<file path="src/rtl/conv_window_feeder_pkg.sv">
// Shared types and constants for the binary convolver operand path.
// No logic here: state encoding and operand word layout only.
package conv_pkg;

  localparam int CONV_WIDTH = 6;

  // Operand word layout: kernel in the upper half, window in the lower half.
  localparam int KERNEL_LSB = 6;
  localparam int WINDOW_LSB = 0;

  typedef enum logic [1:0] {
    NOKERNEL = 2'd0,
    COLLECT  = 2'd1,
    HOLD     = 2'd2
  } state_t;

endpackage

</file>
<file path="src/rtl/conv_window_feeder_if.sv">
// Kernel load, serial sample stream and operand handshake bundle.
// slave = the feeder; master = the side driving samples and consuming operands.
interface conv_window_feeder_if
  import conv_pkg::*;
#(
  parameter int WIDTH = CONV_WIDTH,
  parameter int IDX_W = 8
);

  logic [WIDTH-1:0]   kernel_in;
  logic               kernel_load;
  logic               sample_bit;
  logic               sample_valid;
  logic               sample_ready;
  logic               op_valid;
  logic               op_ready;
  logic [2*WIDTH-1:0] op_data;
  logic [IDX_W-1:0]   op_index;
  logic               kernel_valid;

  modport master (
    output kernel_in, kernel_load, sample_bit, sample_valid, op_ready,
    input  sample_ready, op_valid, op_data, op_index, kernel_valid
  );

  modport slave (
    input  kernel_in, kernel_load, sample_bit, sample_valid, op_ready,
    output sample_ready, op_valid, op_data, op_index, kernel_valid
  );

endinterface

</file>
<file path="src/rtl/conv_window_feeder_window_shift_reg.sv">
// WIDTH-bit register shifting new bits in at the MSB; oldest bit sits at bit 0.
// One-cycle update; clear has priority over shift.
module window_shift_reg #(
  parameter int WIDTH = 6
) (
  input  logic             clock,
  input  logic             reset,
  input  logic             clear,
  input  logic             shift,
  input  logic             bit_in,
  output logic [WIDTH-1:0] data
);

  always_ff @(posedge clock) begin
    if (!reset) begin
      data <= '0;
    end else if (clear) begin
      data <= '0;
    end else if (shift) begin
      data <= {bit_in, data[WIDTH-1:1]};
    end
  end

endmodule

</file>
<file path="src/rtl/conv_window_feeder.sv">
// Builds {kernel, window} operand words from a serial bit stream with configurable stride.
// op_valid one cycle after the final sample; samples stall (sample_ready=0) while an operand waits.
module conv_window_feeder
  import conv_pkg::*;
#(
  parameter int WIDTH  = CONV_WIDTH,
  parameter int STRIDE = 1,
  parameter int IDX_W  = 8
) (
  input logic                 clock,
  input logic                 reset,
  conv_window_feeder_if.slave bus
);

  localparam int CNT_W = $clog2(WIDTH + 1);

  state_t           state;
  logic [CNT_W-1:0] need_cnt;
  logic [WIDTH-1:0] kernel;
  logic [WIDTH-1:0] window;
  logic             op_valid_q;
  logic [IDX_W-1:0] op_index_q;
  logic             kernel_valid_q;
  logic             accept;

  assign accept = bus.sample_valid && (state == COLLECT);

  // A kernel load flushes the window and discards any sample arriving with it.
  window_shift_reg #(
    .WIDTH (WIDTH)
  ) u_window (
    .clock  (clock),
    .reset  (reset),
    .clear  (bus.kernel_load),
    .shift  (accept && !bus.kernel_load),
    .bit_in (bus.sample_bit),
    .data   (window)
  );

  always_ff @(posedge clock) begin
    if (!reset) begin
      state          <= NOKERNEL;
      kernel         <= '0;
      need_cnt       <= CNT_W'(WIDTH);
      op_valid_q     <= 1'b0;
      op_index_q     <= '0;
      kernel_valid_q <= 1'b0;
    end else if (bus.kernel_load) begin
      // Any pending operand is abandoned without counting a handshake.
      state          <= COLLECT;
      kernel         <= bus.kernel_in;
      need_cnt       <= CNT_W'(WIDTH);
      op_valid_q     <= 1'b0;
      kernel_valid_q <= 1'b1;
    end else begin
      case (state)
        COLLECT: begin
          if (accept) begin
            need_cnt <= need_cnt - 1'b1;
            if (need_cnt == CNT_W'(1)) begin
              state      <= HOLD;
              op_valid_q <= 1'b1;
            end
          end
        end
        HOLD: begin
          if (bus.op_ready) begin
            // Window is kept so the next operand overlaps by WIDTH-STRIDE bits.
            state      <= COLLECT;
            need_cnt   <= CNT_W'(STRIDE);
            op_valid_q <= 1'b0;
            op_index_q <= op_index_q + 1'b1;
          end
        end
        default: begin
          state <= NOKERNEL;
        end
      endcase
    end
  end

  assign bus.sample_ready = (state == COLLECT);
  assign bus.op_valid     = op_valid_q;
  assign bus.op_data      = {kernel, window};
  assign bus.op_index     = op_index_q;
  assign bus.kernel_valid = kernel_valid_q;

endmodule

</file>
<file path="src/flat_wrapper.sv">
// flat-port wrapper written by rule: the top's interface ports become plain ports
module conv_window_feeder_flat import conv_pkg::*;
#(
  parameter int WIDTH  = CONV_WIDTH,
  parameter int STRIDE = 1,
  parameter int IDX_W  = 8
)
  (clock, reset, bus_kernel_in, bus_kernel_load, bus_sample_bit, bus_sample_valid, bus_op_ready, bus_sample_ready, bus_op_valid, bus_op_data, bus_op_index, bus_kernel_valid);
  conv_window_feeder_if #(.WIDTH(WIDTH), .IDX_W(IDX_W)) bus_i ();
  input logic clock;
  input logic reset;
  input wire logic [$bits(bus_i.kernel_in)-1:0] bus_kernel_in;
  input wire logic [$bits(bus_i.kernel_load)-1:0] bus_kernel_load;
  input wire logic [$bits(bus_i.sample_bit)-1:0] bus_sample_bit;
  input wire logic [$bits(bus_i.sample_valid)-1:0] bus_sample_valid;
  input wire logic [$bits(bus_i.op_ready)-1:0] bus_op_ready;
  output wire logic [$bits(bus_i.sample_ready)-1:0] bus_sample_ready;
  output wire logic [$bits(bus_i.op_valid)-1:0] bus_op_valid;
  output wire logic [$bits(bus_i.op_data)-1:0] bus_op_data;
  output wire logic [$bits(bus_i.op_index)-1:0] bus_op_index;
  output wire logic [$bits(bus_i.kernel_valid)-1:0] bus_kernel_valid;
  assign bus_i.kernel_in = bus_kernel_in;
  assign bus_i.kernel_load = bus_kernel_load;
  assign bus_i.sample_bit = bus_sample_bit;
  assign bus_i.sample_valid = bus_sample_valid;
  assign bus_i.op_ready = bus_op_ready;
  assign bus_sample_ready = bus_i.sample_ready;
  assign bus_op_valid = bus_i.op_valid;
  assign bus_op_data = bus_i.op_data;
  assign bus_op_index = bus_i.op_index;
  assign bus_kernel_valid = bus_i.kernel_valid;
  conv_window_feeder #(.WIDTH(WIDTH), .STRIDE(STRIDE), .IDX_W(IDX_W)) u_core (.clock(clock), .reset(reset), .bus(bus_i));
endmodule
</file>
<file path="config.mk">
export PLATFORM = sky130hd
export DESIGN_NAME = conv_window_feeder_flat
export DESIGN_NICKNAME = d
export VERILOG_FILES = /design/src/rtl/conv_window_feeder_pkg.sv /design/src/rtl/conv_window_feeder_if.sv /design/src/rtl/conv_window_feeder_window_shift_reg.sv /design/src/rtl/conv_window_feeder.sv /design/src/flat_wrapper.sv
export SDC_FILE = /design/constraint.sdc
export NUM_CORES = 1
export LEC_CHECK = 0
export CAP_MARGIN = 20
export CELL_PAD_IN_SITES_DETAIL_PLACEMENT = 1
export CELL_PAD_IN_SITES_GLOBAL_PLACEMENT = 1
export CORE_ASPECT_RATIO = 1.2
export CORE_MARGIN = 3
export CORE_UTILIZATION = 33
export CTS_CLUSTER_DIAMETER = 40
export CTS_CLUSTER_SIZE = 14
export DETAILED_ROUTE_END_ITERATION = 12
export HOLD_SLACK_MARGIN = 0.08
export PLACE_DENSITY_LB_ADDON = 0.1
export SLEW_MARGIN = 20
export SYNTH_ARGS = -nofsm -noshare
export SYNTH_HDL_FRONTEND = slang
export SYNTH_SLANG_ARGS = --single-unit
</file>
<file path="constraint.sdc">
create_clock -name clock -period 1.6 [get_ports clock]
set_input_delay 0.16 -clock clock [delete_from_list [all_inputs] [get_ports clock]]
set_output_delay 0.16 -clock clock [all_outputs]
set_load 0.02 [all_outputs]
</file>
==> results.md, run 1 <==
* Post-synth cell types at 26
* Drt via density at 5.11
* Root buf cell: clkbuf_4
* FF-to-FF End: u_core.bus.op_index[3]
* Synth Area in Adders at 0.0342
* Stages on worst setup path at 1
* Initial Util at 0.352
* DP Wirelength at 2040 µm
* CTS tree: yes
* Overall routing resource usage at 0.141
* Simple-Gate Fraction of Synth Area at 0.235
* First-pass iteration count of the detailed router at 3
* Final Max Slew Viols at 0
* Fmax at 657 MHz
* Critical path class: reg2out
* Final Hold Vio Count at 0
* Post-CTS setup buffers at 0
* Die H at 69.1 µm
* Setup-failing EPs final at 0
* Max-Cap Viols at 0
* Port buffer count at 34
* Design Area, Final at 1520 µm²
* Ys Warns at 0
* Power Density at 734 nW/µm²
* Dominant synthesized flop cell: dfxtp_1
* Vias at 996
* Synth top cells by count: dfxtp_1, nand2_1, a21oi_1
* Clock-pin slew on the worst setup and hold paths at 0.14 ns
* Leading cell types by total area after synthesis: dfxtp_1, mux2i_1, a21oi_1
* Worst hold slack at 0.393 ns
* Largest family of logic cells by synthesized area: simple AND/OR/NAND/NOR gates
* Mapped Cells at 122
* Post-DP Area at 1490 µm²
* Unrepaired setup endpoints after global routing: no
* Compound-Gate Fraction of Synth Area at 0.116
* Cell Chain, Critical Path: clkdlybuf4s50_1
* # rows at 22
* Worst VDD drop at 0.000447 V
* Crit path max-delay family: buffers and inverters
* Routed Antenna Nets at 0
* Nets@finish at 175
* Detailed-route DRC error count at 0
* CP max-delay cell: clkdlybuf4s50_1
* Period minus WS final at 1.52 ns
* DRT Wirelength at 2670 µm
* TritonCTS Sinks at 27
* Initial drt markers at 22
* CP Launch Type: flip-flop
* CP Buf/Inv Count at 1
* Worst-path fanout max at 5
* First-pass GRT wire length at 4570 µm
* Fraction of layout cells with a size suffix above 1 at 0.0503
* Pleak at 0.640 nW
* Initial antenna violation count at 0
* Placeable core area at 3110 µm²
* Worst flop-to-flop path startpoint: u_core.state[0]
* Worst Tran Pin Value at 0.478 ns
* Cells on worst reg2reg path at 4
* Worst skew pair latency at 0.32 ns
* Register area share after synthesis at 0.493
* Yosys reg bits at 27
* Crit share post-route at 0.952
* HP Class: in2reg
* Syn Nets at 137
* Ports at 35
* Yosys top cell by area: dfxtp_1
* Slew Limit Headroom at 0.681
* Remaining Overflow, GRT at 0
* Number of H-tree levels at 1
* Largest net degree at the start of global routing at 16
* Mux contribution to synthesized area at 0.0731
* Mean post-synth cell area at 8.98 µm²
* EDFF count, synth at 0
* Deepest clock path buffer count at 2
* Mapped Area at 1100 µm²
* Top cell type's share of synthesized area at 0.493
* Async set-reset flop share out of synthesis at 0
* Status: finished, final reports clean
* Gpl congestion at 0.724
* Drt wl/cell at 13.7 µm
* DIE AREA at 4050 µm²
* CP endpoint: bus_op_index[4]
* Worst EP required at 1.44 ns
* Vias in the first global route at 1046
* Worst Setup End Kind: output pin
* Setup tns final at 0 ns
* CP arrival at 1.36 ns
* Worst-case clock skew at 0.00176 ns
* Hold buffer count at CTS at 0
* Worst R2R Setup Slack at 0.19 ns
* Slowest cell delay on critical path at 0.63 ns
* DIE WIDTH at 58.6 µm
* Post-Synth XOR/XNOR Area at 0.00799
* Top-count cell post-synth: dfxtp_1
* Crit. Startpoint: u_core.bus.op_index[4]
* Layout area overhead at 38.5%
* Post-Route Utilization at 0.488
* Inserted Clock Buffers at 3
* Diode count at 0
-- timing repair --
item                                    in CTS  in global routing
endpoints found under the setup margin       1                  5
endpoints found under the hold margin        0                  0
resized for setup                            1                  6
-- cell usage in the layout (no fill, tap or decap), types with 3 or more instances in the layout --
master / count
clkdlybuf4s50_1: 29
dfxtp_1: 27
nand2_1: 16
a21oi_1: 13
nor2_1: 10
mux2i_1: 8
inv_1: 7
nand3_1: 4
o21ai_0: 4
dlymetal6s2s_1: 4
nand3b_1: 3
or3_1: 3
ha_1: 3
clkbuf_4: 3
buf_4: 3
-- report_power, final --
group          switching (mW)  internal [mW]  total, mW  leakage [nW]
combinational          0.0616         0.0627      0.124         0.405
clock                   0.196         0.0976      0.294        0.0150
sequential            0.00908          0.687      0.696         0.220
total                   0.267          0.847       1.11         0.640
-- flip-flops by register name (all words and copies together), names as in the netlist --
signal,cells
u_core.bus.kernel_valid,1
u_core.bus.op_index,8
u_core.bus.op_valid,1
u_core.kernel,6
u_core.need_cnt,3
u_core.state,2
u_core.u_window.data,6
-- final cells by class --
cell class,count,area [µm²]
inverter,7,26.3
multi-input combinational,84,512
tap,36,45.0
sequential,27,541
fill,373,1590
clock buffer,4,26.3
timing repair buffer,37,368
-- kinds of logic after synthesis --
logic type / after synthesis
flops: 27
mux: 8
fa+ha+maj: 3
simple gates: 49
buf+inv: 11
xor+xnor: 1
compound gates: 23
-- per-stage QoR --
step	cells	setup WS [ns]	power, mW
6_report	195	0.0774	1.11
3_3_place_gp	191	0.00609	0.834
3_5_place_dp	191	-0.0347	0.838
2_1_floorplan	122	0.199	0.770
5_1_grt	195	0.00351	1.17
4_1_cts	195	0.0146	1.13
-- how the worst min path moves through the flow --
| stage | startpoint | end | cells past startpoint |
|---|---|---|---|
| 2_1_floorplan | bus_sample_bit | u_core.u_window.data[5] | 2 |
| 3_3_place_gp | u_core.u_window.data[0] | u_core.u_window.data[0] | 2 |
| 3_5_place_dp | u_core.bus.kernel_valid | u_core.bus.kernel_valid | 2 |
| 4_1_cts | bus_sample_bit | u_core.u_window.data[5] | 3 |
| 5_1_grt | bus_sample_bit | u_core.u_window.data[5] | 3 |
| 6_report | bus_sample_bit | u_core.u_window.data[5] | 3 |
-- routing by layer --
layer / vias up / track usage / wire [µm]
met3: 2 / 0.0300 / 143
met5: - / 0 / 0
li1: 499 / - / -
met2: 20 / 0.258 / 1420
met1: 475 / 0.153 / 1090
met4: 0 / 0.0529 / 21
(Power assumes the default switching activity.)
==> run 2, diff against run 1 <==
- CORE_UTILIZATION: 33 -> 43
- DONT_BUFFER_PORTS: not set -> 1
- SLEW_MARGIN: 20 -> not set
==> run 2 against run 1 <==
Die area down 21%. Critical path depth is 2 higher. Utilization increased by 8.9 points. First-iteration DRC count is 14% higher.
==> results.md, run 2 (synthesized netlist as in run 1, its figures left out) <==
* Status: finished, final reports clean (unchanged)
* Worst skew pair latency at 0.33 ns (was 0.32 ns)
* Setup-failing EPs final at 0 (unchanged)
* Detailed-route DRC error count at 0 (unchanged)
* Endpoint, Worst Hold: u_core.u_window.data[0] (was u_core.u_window.data[5])
* CTS tree: yes (unchanged)
* Clock-pin slew on the worst setup and hold paths at 0.16 ns (was 0.14 ns)
* Max-Cap Viols at 0 (unchanged)
* Diode count at 0 (unchanged)
* Fmax at 719 MHz (was 657 MHz)
* Initial Util at 0.466 (was 0.352)
* Ports at 35 (unchanged)
* DIE AREA at 3190 µm² (was 4050 µm²)
* FF-to-FF End: u_core.bus.op_index[7] (was u_core.bus.op_index[3])
* HP Class: in2reg (unchanged)
* DP Worst Slack at 0.222 ns (was -0.0347 ns)
* Worst Tran Pin Value at 0.469 ns (was 0.478 ns)
* Root buf cell: clkbuf_4 (unchanged)
* Drt via density at 5.39 (was 5.11)
* CP Launch Type: flip-flop (unchanged)
* Pwr Total at 1.11 mW (about the same)
* Routed Antenna Nets at 0 (unchanged)
* Hold path cells at 2 (was 3)
* Number of H-tree levels at 1 (unchanged)
* DP Wirelength at 1870 µm (was 2040 µm)
* Layout area overhead at 23.9% (was 38.5%)
* Gpl congestion at 0.750 (was 0.724)
* Overall routing resource usage at 0.205 (was 0.141)
* Largest net degree at the start of global routing at 16 (unchanged)
* PnR worst setup slack at 0.209 ns (was 0.0774 ns)
* Most common cell after layout, fill and taps aside: dfxtp_1 (was clkdlybuf4s50_1)
* Slew Limit Headroom at 0.687 (was 0.681)
* DRT Wirelength at 2790 µm (was 2670 µm)
* Setup tns final at 0 ns (unchanged)
* CP arrival at 1.66 ns (was 1.36 ns)
* Worst R2R Setup Slack at 0.21 ns (was 0.19 ns)
* TritonCTS Sinks at 27 (unchanged)
* First-pass GRT wire length at 4780 µm (was 4570 µm)
* Fill count at 275 (was 373)
* Deepest clock path buffer count at 2 (unchanged)
* Worst flop-to-flop path startpoint: u_core.bus.op_index[4] (was u_core.state[0])
* Hold Startpoint: reset (was bus_sample_bit)
* Worst-case clock skew at 0.00791 ns (was 0.00176 ns)
* Final Max Slew Viols at 0 (unchanged)
* Worst Setup End Kind: flip-flop (was output pin)
* Power Density at 819 nW/µm² (was 734 nW/µm²)
* Vias at 948 (was 996)
* Port buffer count at 0 (was 34)
* Nets@finish at 161 (was 175)
* DIE WIDTH at 52.1 µm (was 58.6 µm)
* Vias in the first global route at 1028 (was 1046)
* Crit. Startpoint: u_core.bus.op_index[4] (unchanged)
* Initial antenna violation count at 0 (unchanged)
* Remaining Overflow, GRT at 0 (unchanged)
* # rows at 19 (was 22)
* Post-cts resize count at 0 (was 1)
* Worst EP required at 1.87 ns (was 1.44 ns)
* Fraction of layout cells with a size suffix above 1 at 0.0828 (was 0.0503)
* Most frequent cells in the layout: dfxtp_1, nand2_1, dlygate4sd3_1 (was clkdlybuf4s50_1, dfxtp_1, nand2_1)
* Unrepaired setup endpoints after global routing: no (unchanged)
* Initial drt markers at 25 (was 22)
* Post-CTS setup buffers at 0 (unchanged)
* Worst VDD drop at 0.000654 V (was 0.000447 V)
* Final Hold Vio Count at 0 (unchanged)
* Inserted Clock Buffers at 3 (unchanged)
* Placeable core area at 2350 µm² (was 3110 µm²)
* Cells on worst reg2reg path at 3 (was 4)
* Drt wl/cell at 15.8 µm (was 13.7 µm)
* Crit share post-route at 0.869 (was 0.952)
* Period minus WS final at 1.39 ns (was 1.52 ns)
* Critical path class: reg2reg (was reg2out)
* Hold buffer count at CTS at 16 (was 0)
* Die H at 61.3 µm (was 69.1 µm)
* Worst-path fanout max at 5 (unchanged)
* First-pass iteration count of the detailed router at 3 (unchanged)
* Pleak at 0.528 nW (was 0.640 nW)
* Max reg flops at 8 (unchanged)
[run 2: through the flow]
stage	instances	hold slack, ns	utilization	area, µm²
after floorplan	122	0.296	-	1100
after global placement	156	0.288	0.497	1170
after detailed placement	156	0.310	0.497	1170
after CTS	176	0.129	0.577	1360
after global routing	176	0.173	0.577	1360
final	176	0.121	0.577	1360
[run 2: worst max path at each step]
stage | to | slack, ns | depth (start not counted)
floorplan | u_core.bus.op_index[6] | 0.20 | 4
global placement | u_core.bus.op_index[6] | 0.27 | 3
detailed placement | u_core.bus.op_index[7] | 0.22 | 3
CTS | u_core.bus.op_index[7] | 0.17 | 3
global route | u_core.bus.op_index[7] | 0.004 | 3
finish | u_core.bus.op_index[7] | 0.21 | 3
[run 2: routing by layer]
| layer | part of all wire | track usage | wire length (µm) | vias to the layer above |
|---|---|---|---|---|
| met5 | 0 | 0 | 0 | - |
| met4 | 0.012 | 0.0899 | 33 | 0 |
| met3 | 0.057 | 0.0436 | 159 | 4 |
| met2 | 0.55 | 0.368 | 1550 | 22 |
| met1 | 0.38 | 0.232 | 1050 | 454 |
| li1 | - | - | - | 468 |
[run 2: area by class of cell]
class	count	area, µm²	area share
clock buffers	3	22.5	0.0166
clock inverters	1	5.00	0.00369
inverters	7	26.3	0.0194
multi-input cells	84	512	0.377
flip-flops and latches	27	541	0.398
well taps	31	38.8	0.0286
repair buffers	23	213	0.157
[run 2: critical path: stages (launching register included)]
cell and delay [ns]:
dfxtp_1 0.52, nand3b_1 0.17, nor4_1 0.40, mux2i_1 0.24
[run 2: power breakdown]
part	internal [mW]	switching [mW]	leakage, nW
Sequential	0.687	0.0246	0.220
Clock	0.0939	0.212	0.0177
Combinational	0.0513	0.0418	0.291
